File: config.mk
export PLATFORM = sky130hd
export DESIGN_NAME = fighter_anim_ctrl_flat
export DESIGN_NICKNAME = d
export VERILOG_FILES = /design/src/rtl/fighter_anim_ctrl_if.sv /design/src/rtl/fighter_anim_ctrl.sv /design/src/flat_wrapper.sv
export SDC_FILE = /design/constraint.sdc
export NUM_CORES = 1
export LEC_CHECK = 0
export ABC_AREA = 1
export CORE_ASPECT_RATIO = 1.2
export CORE_MARGIN = 8
export CORE_UTILIZATION = 45
export CTS_CLUSTER_SIZE = 30
export DETAILED_ROUTE_END_ITERATION = 8
export PLACE_DENSITY = 0.69
export SYNTH_ARGS = -nofsm -noshare
export SYNTH_HDL_FRONTEND = slang
export SYNTH_SLANG_ARGS = --single-unit
File: constraint.sdc
create_clock -name vga_clk -period 3.85 [get_ports vga_clk]
set_clock_uncertainty 0.2 [all_clocks]
set_input_delay 0.5775 -clock vga_clk [delete_from_list [all_inputs] [get_ports vga_clk]]
set_output_delay 0.5775 -clock vga_clk [all_outputs]
set_load 0.02 [all_outputs]
File: src/rtl/fighter_anim_ctrl_if.sv
// Button/hit inputs and sprite/collision outputs of one player's animation sequencer.
// The master side (game logic or bench) drives the inputs; the slave side is the sequencer.
interface fighter_anim_ctrl_if;
  logic       frame_tick;
  logic       btn_punch;
  logic       btn_kick;
  logic       btn_left;
  logic       btn_right;
  logic       hit_taken;
  logic [2:0] sprite_sel;
  logic [3:0] anim_frame;
  logic       hitbox_active;
  logic [1:0] attack_type;
  logic       busy;

  modport master (
    output frame_tick, btn_punch, btn_kick, btn_left, btn_right, hit_taken,
    input  sprite_sel, anim_frame, hitbox_active, attack_type, busy
  );

  modport slave (
    input  frame_tick, btn_punch, btn_kick, btn_left, btn_right, hit_taken,
    output sprite_sel, anim_frame, hitbox_active, attack_type, busy
  );
endinterface

File: src/rtl/fighter_anim_ctrl.sv
// Per-player move sequencer: steps idle/walk/punch/kick/recovery/hit-stun once per frame
// and drives registered sprite, walk-cycle, hitbox and busy outputs.
module fighter_anim_ctrl #(
  parameter int PUNCH_ACT   = 6,
  parameter int KICK_WIND   = 4,
  parameter int KICK_ACT    = 6,
  parameter int RECOVER     = 8,
  parameter int STUN        = 12,
  parameter int WALK_DIV    = 4,
  parameter int WALK_FRAMES = 4
) (
  input  logic               vga_clk,
  input  logic               reset_n,
  fighter_anim_ctrl_if.slave bus
);

  function automatic int max2(input int a, input int b);
    return (a > b) ? a : b;
  endfunction

  localparam int MAX_DUR = max2(max2(max2(PUNCH_ACT, KICK_WIND), max2(KICK_ACT, RECOVER)), STUN);
  localparam int CNT_W   = $clog2(MAX_DUR) + 1;
  localparam int DIV_W   = $clog2(WALK_DIV) + 1;

  localparam logic [CNT_W-1:0] LD_PUNCH = CNT_W'(PUNCH_ACT - 1);
  localparam logic [CNT_W-1:0] LD_KWIND = CNT_W'(KICK_WIND - 1);
  localparam logic [CNT_W-1:0] LD_KACT  = CNT_W'(KICK_ACT - 1);
  localparam logic [CNT_W-1:0] LD_REC   = CNT_W'(RECOVER - 1);
  localparam logic [CNT_W-1:0] LD_STUN  = CNT_W'(STUN - 1);
  localparam logic [DIV_W-1:0] DIV_LAST = DIV_W'(WALK_DIV - 1);
  localparam logic [3:0]       ANIM_LAST = 4'(WALK_FRAMES - 1);

  typedef enum logic [2:0] {
    S_IDLE, S_WALK, S_PUNCH, S_KICK_W, S_KICK_A, S_RECOV, S_HURT
  } state_t;

  state_t           r_state, w_state_nxt;
  logic [CNT_W-1:0] r_cnt, w_cnt_nxt;
  logic [DIV_W-1:0] r_div, w_div_nxt;
  logic [3:0]       r_anim, w_anim_nxt;
  logic             r_hit_latch;
  logic             w_hit;
  logic [2:0]       r_sprite, w_sprite;
  logic             r_hitbox, w_hitbox;
  logic [1:0]       r_type, w_type;
  logic             r_busy, w_busy;

  // Next-state: nothing moves except on the frame tick
  always_comb begin
    w_state_nxt = r_state;
    w_cnt_nxt   = r_cnt;
    w_div_nxt   = r_div;
    w_anim_nxt  = r_anim;
    w_hit       = r_hit_latch | bus.hit_taken;
    if (bus.frame_tick) begin
      if (w_hit) begin
        w_state_nxt = S_HURT;
        w_cnt_nxt   = LD_STUN;
      end else begin
        unique case (r_state)
          S_IDLE, S_WALK: begin
            w_cnt_nxt = '0;
            if (bus.btn_kick) begin
              w_state_nxt = S_KICK_W;
              w_cnt_nxt   = LD_KWIND;
            end else if (bus.btn_punch) begin
              w_state_nxt = S_PUNCH;
              w_cnt_nxt   = LD_PUNCH;
            end else if (bus.btn_left ^ bus.btn_right) begin
              w_state_nxt = S_WALK;
            end else begin
              w_state_nxt = S_IDLE;
            end
          end
          S_PUNCH, S_KICK_A: begin
            if (r_cnt == '0) begin
              w_state_nxt = S_RECOV;
              w_cnt_nxt   = LD_REC;
            end else w_cnt_nxt = r_cnt - CNT_W'(1);
          end
          S_KICK_W: begin
            if (r_cnt == '0) begin
              w_state_nxt = S_KICK_A;
              w_cnt_nxt   = LD_KACT;
            end else w_cnt_nxt = r_cnt - CNT_W'(1);
          end
          S_RECOV, S_HURT: begin
            if (r_cnt == '0) w_state_nxt = S_IDLE;
            else             w_cnt_nxt   = r_cnt - CNT_W'(1);
          end
          default: begin
            w_state_nxt = S_IDLE;
            w_cnt_nxt   = '0;
          end
        endcase
      end
      // Walk cycle only advances while remaining in WALK; entering or leaving restarts it
      if (w_state_nxt == S_WALK && r_state == S_WALK) begin
        if (r_div == DIV_LAST) begin
          w_div_nxt  = '0;
          w_anim_nxt = (r_anim == ANIM_LAST) ? 4'd0 : r_anim + 4'd1;
        end else begin
          w_div_nxt  = r_div + DIV_W'(1);
        end
      end else begin
        w_div_nxt  = '0;
        w_anim_nxt = 4'd0;
      end
    end
  end

  always_comb begin
    w_sprite = 3'd0;
    w_hitbox = 1'b0;
    w_type   = 2'd0;
    w_busy   = 1'b1;
    unique case (w_state_nxt)
      S_IDLE:   w_busy = 1'b0;
      S_WALK: begin
        w_sprite = 3'd1;
        w_busy   = 1'b0;
      end
      S_PUNCH: begin
        w_sprite = 3'd2;
        w_hitbox = 1'b1;
        w_type   = 2'd1;
      end
      S_KICK_W: w_sprite = 3'd3;
      S_KICK_A: begin
        w_sprite = 3'd3;
        w_hitbox = 1'b1;
        w_type   = 2'd2;
      end
      S_RECOV:  w_sprite = 3'd0;
      S_HURT:   w_sprite = 3'd4;
      default:  w_busy   = 1'b0;
    endcase
  end

  always_ff @(posedge vga_clk) begin
    if (!reset_n) begin
      r_state     <= S_IDLE;
      r_cnt       <= '0;
      r_div       <= '0;
      r_anim      <= 4'd0;
      r_hit_latch <= 1'b0;
      r_sprite    <= 3'd0;
      r_hitbox    <= 1'b0;
      r_type      <= 2'd0;
      r_busy      <= 1'b0;
    end else begin
      r_state     <= w_state_nxt;
      r_cnt       <= w_cnt_nxt;
      r_div       <= w_div_nxt;
      r_anim      <= w_anim_nxt;
      r_hit_latch <= bus.frame_tick ? 1'b0 : w_hit;
      r_sprite    <= w_sprite;
      r_hitbox    <= w_hitbox;
      r_type      <= w_type;
      r_busy      <= w_busy;
    end
  end

  assign bus.sprite_sel    = r_sprite;
  assign bus.anim_frame    = r_anim;
  assign bus.hitbox_active = r_hitbox;
  assign bus.attack_type   = r_type;
  assign bus.busy          = r_busy;

endmodule

File: src/flat_wrapper.sv
// flat-port wrapper written by rule: the top's interface ports become plain ports
module fighter_anim_ctrl_flat 
#(
  parameter int PUNCH_ACT   = 6,
  parameter int KICK_WIND   = 4,
  parameter int KICK_ACT    = 6,
  parameter int RECOVER     = 8,
  parameter int STUN        = 12,
  parameter int WALK_DIV    = 4,
  parameter int WALK_FRAMES = 4
)
  (vga_clk, reset_n, bus_frame_tick, bus_btn_punch, bus_btn_kick, bus_btn_left, bus_btn_right, bus_hit_taken, bus_sprite_sel, bus_anim_frame, bus_hitbox_active, bus_attack_type, bus_busy);
  fighter_anim_ctrl_if bus_i ();
  input  logic vga_clk;
  input  logic reset_n;
  input wire logic [$bits(bus_i.frame_tick)-1:0] bus_frame_tick;
  input wire logic [$bits(bus_i.btn_punch)-1:0] bus_btn_punch;
  input wire logic [$bits(bus_i.btn_kick)-1:0] bus_btn_kick;
  input wire logic [$bits(bus_i.btn_left)-1:0] bus_btn_left;
  input wire logic [$bits(bus_i.btn_right)-1:0] bus_btn_right;
  input wire logic [$bits(bus_i.hit_taken)-1:0] bus_hit_taken;
  output wire logic [$bits(bus_i.sprite_sel)-1:0] bus_sprite_sel;
  output wire logic [$bits(bus_i.anim_frame)-1:0] bus_anim_frame;
  output wire logic [$bits(bus_i.hitbox_active)-1:0] bus_hitbox_active;
  output wire logic [$bits(bus_i.attack_type)-1:0] bus_attack_type;
  output wire logic [$bits(bus_i.busy)-1:0] bus_busy;
  assign bus_i.frame_tick = bus_frame_tick;
  assign bus_i.btn_punch = bus_btn_punch;
  assign bus_i.btn_kick = bus_btn_kick;
  assign bus_i.btn_left = bus_btn_left;
  assign bus_i.btn_right = bus_btn_right;
  assign bus_i.hit_taken = bus_hit_taken;
  assign bus_sprite_sel = bus_i.sprite_sel;
  assign bus_anim_frame = bus_i.anim_frame;
  assign bus_hitbox_active = bus_i.hitbox_active;
  assign bus_attack_type = bus_i.attack_type;
  assign bus_busy = bus_i.busy;
  fighter_anim_ctrl #(.PUNCH_ACT(PUNCH_ACT), .KICK_WIND(KICK_WIND), .KICK_ACT(KICK_ACT), .RECOVER(RECOVER), .STUN(STUN), .WALK_DIV(WALK_DIV), .WALK_FRAMES(WALK_FRAMES)) u_core (.vga_clk(vga_clk), .reset_n(reset_n), .bus(bus_i));
endmodule
* After elaboration in Yosys (flattened, before gate mapping)
Cells that the tools add are included.
** Storage, ports and cells
- Flip-flop bits (word level) :: 23
- Input bits :: 8
- Output and inout bits :: 11
** Cells by class
- $add $sub $neg :: 3
- Equal/unequal tests :: 17
- Muxes and demuxes :: 26
- Bitwise operators :: 3
- Reduce and logical (&&, ||, !) cells :: 12
** Operators with widths (number)
- 3-bit 2-to-1 mux :: 11
- 5-bit 2-to-1 mux :: 5
- 3-bit one-hot mux with 4 select lines :: 2
- 5-bit one-hot mux with 4 select lines :: 1
- 3-bit equality test, second input constant :: 6
- 3-bit by 2-bit equality test with 1-bit output, second input constant :: 5
- 4-bit 2-to-1 mux :: 3
- 2-bit OR reduction :: 6
- 3-bit by 1-bit equality test with 1-bit output, second input constant :: 3
- 5-bit zero test :: 1
- 5-bit OR reduction :: 1
- 5-bit by 1-bit subtractor with 5-bit output, second input constant :: 1
- 4-bit by 1-bit adder with 4-bit output, second input constant :: 1
- 4-bit by 2-bit equality test with 1-bit output, second input constant :: 1
- 2-bit one-hot mux with 2 select lines :: 1
- 2-bit AND reduction :: 2
- 3-bit by 1-bit adder with 3-bit output, second input constant :: 1
- 3-bit zero test :: 1
- 1-bit 2-to-1 mux :: 3
- 3-bit by 2-bit != test with 1-bit output, second input constant :: 1
- 2-bit != test, second input constant :: 1
- 1-bit logical AND :: 1
- 1-bit NOT :: 1
- 1-bit OR :: 1
- 1-bit bitwise XOR :: 1

* Depth between registers and ports, before layout
Gate-level depths: netlist (run 1).
- Depth after elaboration :: 11
- Mapped depth :: 15
- Gate-level depth less buffers :: 15

* Worst setup path after synthesis (run 1)
Ideal clock, no wire load.
- Path kind :: input to register
- Start point :: input bus_hit_taken
- End point :: register u_core.r_anim[0] (netlist: u_core.bus.anim_frame[0])
- Arrival time :: 1.566 ns
- Data required time :: 3.537 ns
- Slack :: 1.971 ns
- Cell stages on the path :: 8
- Path buffers :: 0
- Cells stage by stage :: nor2_1 -> inv_2 -> nor2_4 -> nand4_2 -> nand2_2 -> nand2_1 -> nand2_1 -> nor2_1
** Between the ends
- Longest elaborated chain between the ends :: 7
- Elaborated cells on any way between the ends :: 8
- Those cells by class :: 2 x eq/ne; 3 x mux; 1 x bitwise; 2 x reduce/logical
** RTL lines
- start, declared :: line flat_wrapper.sv:21 : input wire logic [$bits(bus_i.hit_taken)-1:0] bus_hit_taken;
- 1-bit OR (*) :: line fighter_anim_ctrl.sv:54 : w_hit = r_hit_latch | bus.hit_taken;
- 3-bit 2-to-1 mux (*) :: line fighter_anim_ctrl.sv:56 : if (w_hit) begin
- 3-bit 2-to-1 mux (*) :: line fighter_anim_ctrl.sv:55 : if (bus.frame_tick) begin
- 3-bit by 1-bit equality test with 1-bit output (*) :: line fighter_anim_ctrl.sv:98 : if (w_state_nxt == S_WALK && r_state == S_WALK) begin
- 1-bit logical AND (*) :: line fighter_anim_ctrl.sv:98
- 2-bit != test (no source line)
- 2-bit AND reduction (no source line)
- end signal, assigned :: line fighter_anim_ctrl.sv:155 : r_anim <= w_anim_nxt;
- end, declared :: line fighter_anim_ctrl.sv:40 : logic [3:0] r_anim, w_anim_nxt;
Mark *: on every way between the ends. The rest lies on a longest branch, timed or not. The select of a mux whose other input is x is not followed.
A chain may end at the register's enable or synchronous reset.

* Worst setup path in the final report (run 1)
- Start point :: input bus_hit_taken
- End point :: register u_core.r_sprite[1] (netlist: u_core.bus.sprite_sel[1])
** Between the ends
- Longest elaborated chain between the ends :: 7
- Elaborated cells on any way between the ends :: 11
- Those cells by class :: 5 x eq/ne; 4 x mux; 1 x bitwise; 1 x reduce/logical
** RTL lines
- 1-bit OR (*) :: line fighter_anim_ctrl.sv:54
- 3-bit 2-to-1 mux (*) :: line fighter_anim_ctrl.sv:56
- 3-bit 2-to-1 mux (*) (2 in a row) :: line fighter_anim_ctrl.sv:55
- 3-bit by 2-bit equality test with 1-bit output / 3-bit equality test (equally long branches) :: line fighter_anim_ctrl.sv:117 : unique case (w_state_nxt)
- 2-bit OR reduction (no source line)
- 3-bit one-hot mux with 4 select lines (*) :: line fighter_anim_ctrl.sv:117
- end signal, assigned :: line fighter_anim_ctrl.sv:157 : r_sprite <= w_sprite;
- end, declared :: line fighter_anim_ctrl.sv:43 : logic [2:0] r_sprite, w_sprite;
Marks and branches as above.

==> results of run 1 <==
## state kept, by name, summed over array words and instances, names as in the netlist
register and cells:
u_core.r_hit_latch 1, u_core.r_div 3, u_core.bus.attack_type 2, u_core.bus.anim_frame 4, u_core.bus.busy 1, u_core.bus.sprite_sel 3, u_core.bus.hitbox_active 1, u_core.r_cnt 5
u_core.r_state 3
## layout make-up
| cell class | count | area share (%) |
|---|---|---|
| Clock buffer | 3 | 1.41 |
| Sequential cell | 23 | 28.8 |
| Inverter | 27 | 6.33 |
| Multi-Input combinational cell | 143 | 49.1 |
| Tap cell | 36 | 2.81 |
| Clock inverter | 1 | 0.313 |
| Timing Repair Buffer | 18 | 11.3 |
## synth_stat cells, drive strengths merged
library cell | n | area [µm²]
nand3 | 18 | 105
xor2 | 2 | 17.5
a21oi | 6 | 33.8
o221ai | 1 | 8.76
buf | 2 | 10.0
inv | 26 | 97.6
o31ai | 1 | 7.51
o21ai | 10 | 57.6
a211oi | 2 | 15.0
nand4 | 2 | 18.8
nor3 | 4 | 20.0
xnor2 | 1 | 8.76
dfxtp | 23 | 460
a41oi | 1 | 8.76
ha | 4 | 50.1
clkinv | 1 | 3.75
nor2 | 37 | 188
nand2 | 53 | 234
a31oi | 1 | 12.5
## worst paths after layout
path         cells past startpoint  slack [ns]                        to
min                              2        0.26           u_core.r_div[2]
max reg2reg                     14        1.81  u_core.bus.sprite_sel[1]
max                              8        1.60  u_core.bus.sprite_sel[1]
min reg2reg                      2        0.26           u_core.r_div[2]
## per-layer routing
metal / global-route usage [%] / vias up
li1: - / 662
met1: 13.5 / 550
met4: 5.78 / 0
met2: 20.3 / 23
met3: 1.91 / 4
met5: 0 / -
## stage by stage
stage                     hold slack, ns  std cells  setup WS, ns
final                              0.263        251          1.60
after global routing               0.303        251          1.44
after CTS                          0.264        251          1.56
after detailed placement           0.243        247          1.22
after global placement             0.259        247          1.19
after floorplan                    0.228        195          1.97
## where the power goes
part / switching (µW) / leakage, µW / total, µW / internal, µW
Clock: 76.5 / 0.0000177 / 115 / 38.9
Sequential: 11.3 / 0.000189 / 266 / 255
Combinational: 105 / 0.000522 / 172 / 66.4
## logic make-up after synthesis
| group | count (synthesis) | share of synthesized area [%] |
|---|---|---|
| simple gates | 114 | 41.7 |
| buf+inv | 29 | 8.20 |
| flops | 23 | 33.9 |
| compound gates | 22 | 10.6 |
| fa+ha+maj | 4 | 3.69 |
| xor+xnor | 3 | 1.94 |
## worst max-delay path, cell delays in order
cell	delay, ns
clkdlybuf4s50_1	0.40
nor2_1	0.51
nand2_1	0.17
o21ai_2	0.26
nand3_2	0.12
nand2_2	0.09
nand2_2	0.06
a21oi_1	0.13
==> results.md, run 1 <==
- Chip width: 66.1 µm
- Final standard cell utilization of the core: 53.8%
- Synthesized cell area: 1360 µm²
- Commonest cells after routing, fill and taps aside: nand2_1, nor2_1, dfxtp_1
- Clk sink count: 23
- Yosys reg bits: 23
- Worst flop-to-flop path startpoint: u_core.r_cnt[0]
- Vias in the first global route: 1222
- Headroom to the max-slew limit: 56.8%
- Ratio of routed vias to standard cells: 4.94
- Die footprint: 5040 µm²
- Highest routed metal layer: met4
- Met1 wire length: 1320 µm
- Number of buffers between clock root and the deepest sink: 2
- Outcome: finished, final reports clean
- Post-CTS setup buffer count: 0
- Total power of the final layout: 553 µW
- Number of instances in the synthesized netlist: 195
- Worst-Margin Slew: 0.645 ns
- Setup repair after global routing missed its margin: false
- Count of instances resized after the clock tree is built: 0
- DPL Wire Length: 2240 µm
- Ports: 19
- Total Neg Setup Slack: 0 ns
- Count of standard-cell rows: 22
- Number of DRC markers after the initial detailed-route iteration: 40
- Total area of sequential cells: 460 µm²
- Core Footprint: 2970 µm²
- First element of the critical path: bus_hit_taken
- Router iterations before antenna repair: 4
- Max-capacitance violation count: 0
- Total placed instance area: 1570 µm²
- Routed Antenna Nets: 0
- Critical Path Start Type: input port
- Static leakage: 0.000729 µW
- Kind of end point of the critical path: flip-flop
- WL met3: 144 µm
- Final nets: 228
- Multi-input gate area: 786 µm²
- Average wire length per cell after detail routing: 11.3 µm
- Number of buffer cells added on primary ports: 18
- Starting Density: 45.7%
- Upper clock frequency limit: 444 MHz
- Max Fanout on Critical Path: 8
- Post-synthesis sequential area ratio: 33.9%
- Detailed-route via count: 1239
- Netlist cell types: 30
- Count of endpoints failing setup in the final report: 0
- Worst hold path type: flip-flop to flip-flop
- Pwr dens: 346 nW/µm²
- DRC: 0
- Cts bufs inserted: 3
- Hold Vio Cnt, Final: 0
- Met2 routed WL: 1310 µm
- Clock latency on the worst-skew pair: 0.32 ns
- H-tree levels: 1
- Largest net degree at the start of global routing: 14
- Synthesized net count: 207
- Most common cell after layout, fill and taps aside: nand2_1
- Wire length of the first global-routing pass: 5000 µm
- Aggregate global routing overflow: 0
- Cell area after layout: 1600 µm²
- Layout area overhead: 17.9%
- Post-Route WL: 2830 µm
- Number of max-slew violations in the final report: 0
- Number of fill cells in the layout: 304
- Die Y: 76.2 µm
- Global placement routability congestion: 0.885
- Number of antenna violations at the first check in global routing: 0
- Maximum ir drop on the vdd rail: 253 µV
- Endpoint required time on the critical path: 3.91 ns
- Register clock-pin slew on the reported worst setup and hold paths: 0.13 ns
- Mapped Avg Cell Area: 6.96 µm²
- Number of warnings issued by yosys: 0
- Data arrival time at the worst-slack endpoint: 2.32 ns
- GRT Util Overall: 11.9%
- Hold buffer count at cts: 0
- Critical path class: input port to flip-flop
- Root buffer cell: clkbuf_4
- Layout cells sized above 1: 18.1%
- Antenna fix cells: 0
- Final Critical Period: 2.25 ns
- Hold Startpoint: u_core.r_div[2]
- CTS tree: built
- Period Utilization, post-route: 58.5%
No activity file was read; power rests on OpenSTA's default activity.
==> run 2, diff against run 1 <==
--- a/config.mk
+++ b/config.mk
@@ -11,7 +11,7 @@
 export CORE_UTILIZATION = 45
 export CTS_CLUSTER_SIZE = 30
 export DETAILED_ROUTE_END_ITERATION = 8
-export PLACE_DENSITY = 0.69
+export PLACE_DENSITY = 0.71
 export SYNTH_ARGS = -nofsm -noshare
 export SYNTH_HDL_FRONTEND = slang
 export SYNTH_SLANG_ARGS = --single-unit
==> constraint.sdc (replaced) <==
create_clock -name vga_clk -period 1.8 [get_ports vga_clk]
set_clock_uncertainty 0.2 [all_clocks]
set_input_delay 0.27 -clock vga_clk [delete_from_list [all_inputs] [get_ports vga_clk]]
set_output_delay 0.27 -clock vga_clk [all_outputs]
set_load 0.02 [all_outputs]
==> run 2 against run 1 <==
Net effect: critical endpoint is now u_core.bus.anim_frame[0]; largest cell class unchanged; critical path type is now flip-flop to flip-flop; first-iteration DRC count stayed put; the flow now finishes with violations (setup timing); clock power increased by 110%; combinational power grew to 2.8 times the previous value.
==> results.md, run 2 (synthesized netlist as in run 1, its figures left out) <==
- Largest net degree at the start of global routing: 13 (was 14)
- Final instance count without filler cells: 276 (was 251)
- Hold Vio Cnt, Final: 0 (unchanged)
- Final Critical Period: 1.85 ns
- Largest register by flop count: u_core.r_cnt (unchanged)
- Cts bufs inserted: 3 (unchanged)
- Maximum ir drop on the vdd rail: 657 µV (was 253 µV)
- H-tree levels: 1 (unchanged)
- Clk sink count: 23 (unchanged)
- DPL Wire Length: 2450 µm (was 2240 µm)
- Commonest cells after routing, fill and taps aside: nand2_1, nor2_1, buf_4 (was nand2_1, nor2_1, dfxtp_1)
- Routed Antenna Nets: 0 (unchanged)
- Layout area overhead: 39.5% (was 17.9%)
- Max Fanout on Critical Path: 6 (was 8)
- Chip width: 66.1 µm (unchanged)
- Clock latency on the worst-skew pair: 0.31 ns (was 0.32 ns)
- Setup repair after global routing missed its margin: true (was false)
- Slowest stage cell, crit path: dfxtp_2 (was nor2_1)
- Largest register FFs: 5 (unchanged)
- Worst-Margin Slew: 0.373 ns (was 0.645 ns)
- Number of max-slew violations in the final report: 0 (unchanged)
- Critical Path Start Type: flip-flop (was input port)
- Most common cell after layout, fill and taps aside: nand2_1 (unchanged)
- Endpoint required time on the critical path: 1.82 ns (was 3.91 ns)
- Fin Hold WS: 0.272 ns (was 0.263 ns)
- Post-Place Setup Slack: -0.167 ns (was 1.22 ns)
- Critical path class: flip-flop to flip-flop (was input port to flip-flop)
- CTS tree: built (unchanged)
- Cell count after placement: 267 (was 247)
- Number of buffer cells added on primary ports: 18 (unchanged)
- Violations in the final reports: setup timing
- DRC: 0 (unchanged)
- Die Y: 76.2 µm (unchanged)
- Number of antenna violations at the first check in global routing: 0 (unchanged)
- Aggregate global routing overflow: 0 (unchanged)
- Root buffer cell: clkbuf_4 (unchanged)
- Vias in the first global route: 1297 (was 1222)
- Starting Density: 45.7% (unchanged)
- Period Utilization, post-route: 103%
- Count of endpoints failing setup in the final report: 9 (was 0)
- Kind of end point of the critical path: flip-flop (unchanged)
- Total power of the final layout: 1300 µW (was 553 µW)
- Pwr dens: 688 nW/µm² (was 346 nW/µm²)
- Antenna fix cells: 0 (unchanged)
- Register clock-pin slew on the reported worst setup and hold paths: 0.13 ns (about the same)
- Count of standard-cell rows: 22 (unchanged)
- Slowest cell delay on critical path: 0.36 ns (was 0.51 ns)
- Router iterations before antenna repair: 4 (unchanged)
- Average wire length per cell after detail routing: 11.5 µm (was 11.3 µm)
- Final setup slack of the worst path: -0.0477 ns (was 1.60 ns)
- Ports: 19 (unchanged)
- Ratio of routed vias to standard cells: 4.87 (was 4.94)
- Cells traversed along the worst timing path: inv_2 > ha_4 > inv_2 > nor2_2 > nand2_2 > nand2_2 > a21oi_2 > nor2_2 > nor2_4 > nand4_4 > nand2_4 > nand2_1 > nand2_1 > nor2_1 (was clkdlybuf4s50_1 > nor2_1 > nand2_1 > o21ai_2 > nand3_2 > nand2_2 > nand2_2 > a21oi_1)
- Layout cells sized above 1: 37.1% (was 18.1%)
- Data arrival time at the worst-slack endpoint: 1.87 ns (was 2.32 ns)
- Wire length of the first global-routing pass: 5310 µm (was 5000 µm)
- Headroom to the max-slew limit: 74.9% (was 56.8%)
- Worst hold path type: flip-flop to flip-flop (unchanged)
- Detailed-route via count: 1343 (was 1239)
- GRT Util Overall: 12.4% (was 11.9%)
- Outcome: complete, but fails checks (was finished, final reports clean)
- Total Neg Setup Slack: -0.194 ns (was 0 ns)
- Upper clock frequency limit: 541 MHz
- Die footprint: 5040 µm² (unchanged)
- Post-Route WL: 3180 µm (was 2830 µm)
- Global placement routability congestion: 0.914 (was 0.885)
- Max-capacitance violation count: 0 (unchanged)
- Core Footprint: 2970 µm² (unchanged)
- Final nets: 253 (was 228)
- Number of DRC markers after the initial detailed-route iteration: 40 (unchanged)
- Number of buffers between clock root and the deepest sink: 2 (unchanged)
- Static leakage: 0.000873 µW (was 0.000729 µW)
-- run 2: cell count changes in the layout (fill, tap and decap cells not counted), sizes merged --
cell           before  now
clkdlybuf4s50      18   14
dlygate4sd2         0    4
buf                 0   25
clkbuf              3    4
clkinv              2    1
-- run 2: where the power goes --
part	switching, µW	leakage (µW)	internal [µW]	total [µW]
logic	269	0.000667	218	487
registers	23.4	0.000190	547	571
clock network	159	0.0000150	86.6	246
total	451	0.000873	852	1300
-- run 2: cell type report --
cell class | instances | area (µm²)
Tap cell | 36 | 45.0
Multi-Input combinational cell | 143 | 893
Sequential cell | 23 | 465
Fill cell | 276 | 1080
Timing Repair Buffer | 43 | 363
Inverter | 27 | 101
Clock buffer | 4 | 26.3
-- run 2: path summary, 6_finish.rpt --
path,startpoint,end,slack (ns),cells past startpoint
max reg2reg,u_core.r_cnt[1],u_core.bus.anim_frame[0],-0.05,14
min,u_core.r_div[2],u_core.r_div[2],0.27,2
min reg2reg,u_core.r_div[2],u_core.r_div[2],0.27,2
max,u_core.r_cnt[1],u_core.bus.anim_frame[0],-0.05,14
-- run 2: timing repair --
action,in CTS,in global routing
pin swaps,9,12
setup buffers,1,4
endpoints found under the setup margin,22,21
resized for setup,20,14
hold buffers,0,0
-- run 2: through the flow --
step	util, %	cell area [µm²]
after floorplan	-	1360
after global placement	58.0	1730
after detailed placement	58.0	1730
after CTS	61.0	1810
after global routing	63.7	1890
final	63.7	1890
-- run 2: per-layer routing --
| layer | vias to the layer above | routed length (µm) | global-route usage (%) |
|---|---|---|---|
| li1 | 715 | - | - |
| met1 | 605 | 1420 | 14.2 |
| met2 | 19 | 1600 | 22.1 |
| met3 | 4 | 119 | 1.91 |
| met4 | 0 | 36 | 4.50 |
| met5 | - | 0 | 0 |
-- run 2: critical path, delay by kind of cell, from the launching register on --
kind	cells	cell delay, ns
simple gates	10	0.81
buf+inv	2	0.09
compound gates	1	0.12
fa+ha+maj	1	0.16
flops	1	0.36
==> run 3, diff against run 2 <==
--- a/config.mk
+++ b/config.mk
@@ -9,6 +9,7 @@
 export CORE_ASPECT_RATIO = 1.2
 export CORE_MARGIN = 8
 export CORE_UTILIZATION = 45
+export CTS_CLUSTER_DIAMETER = 30
 export CTS_CLUSTER_SIZE = 30
 export DETAILED_ROUTE_END_ITERATION = 8
 export PLACE_DENSITY = 0.71
==> results of run 3 <==
No change in the layout: final DEF, timing and power equal those of run 2.
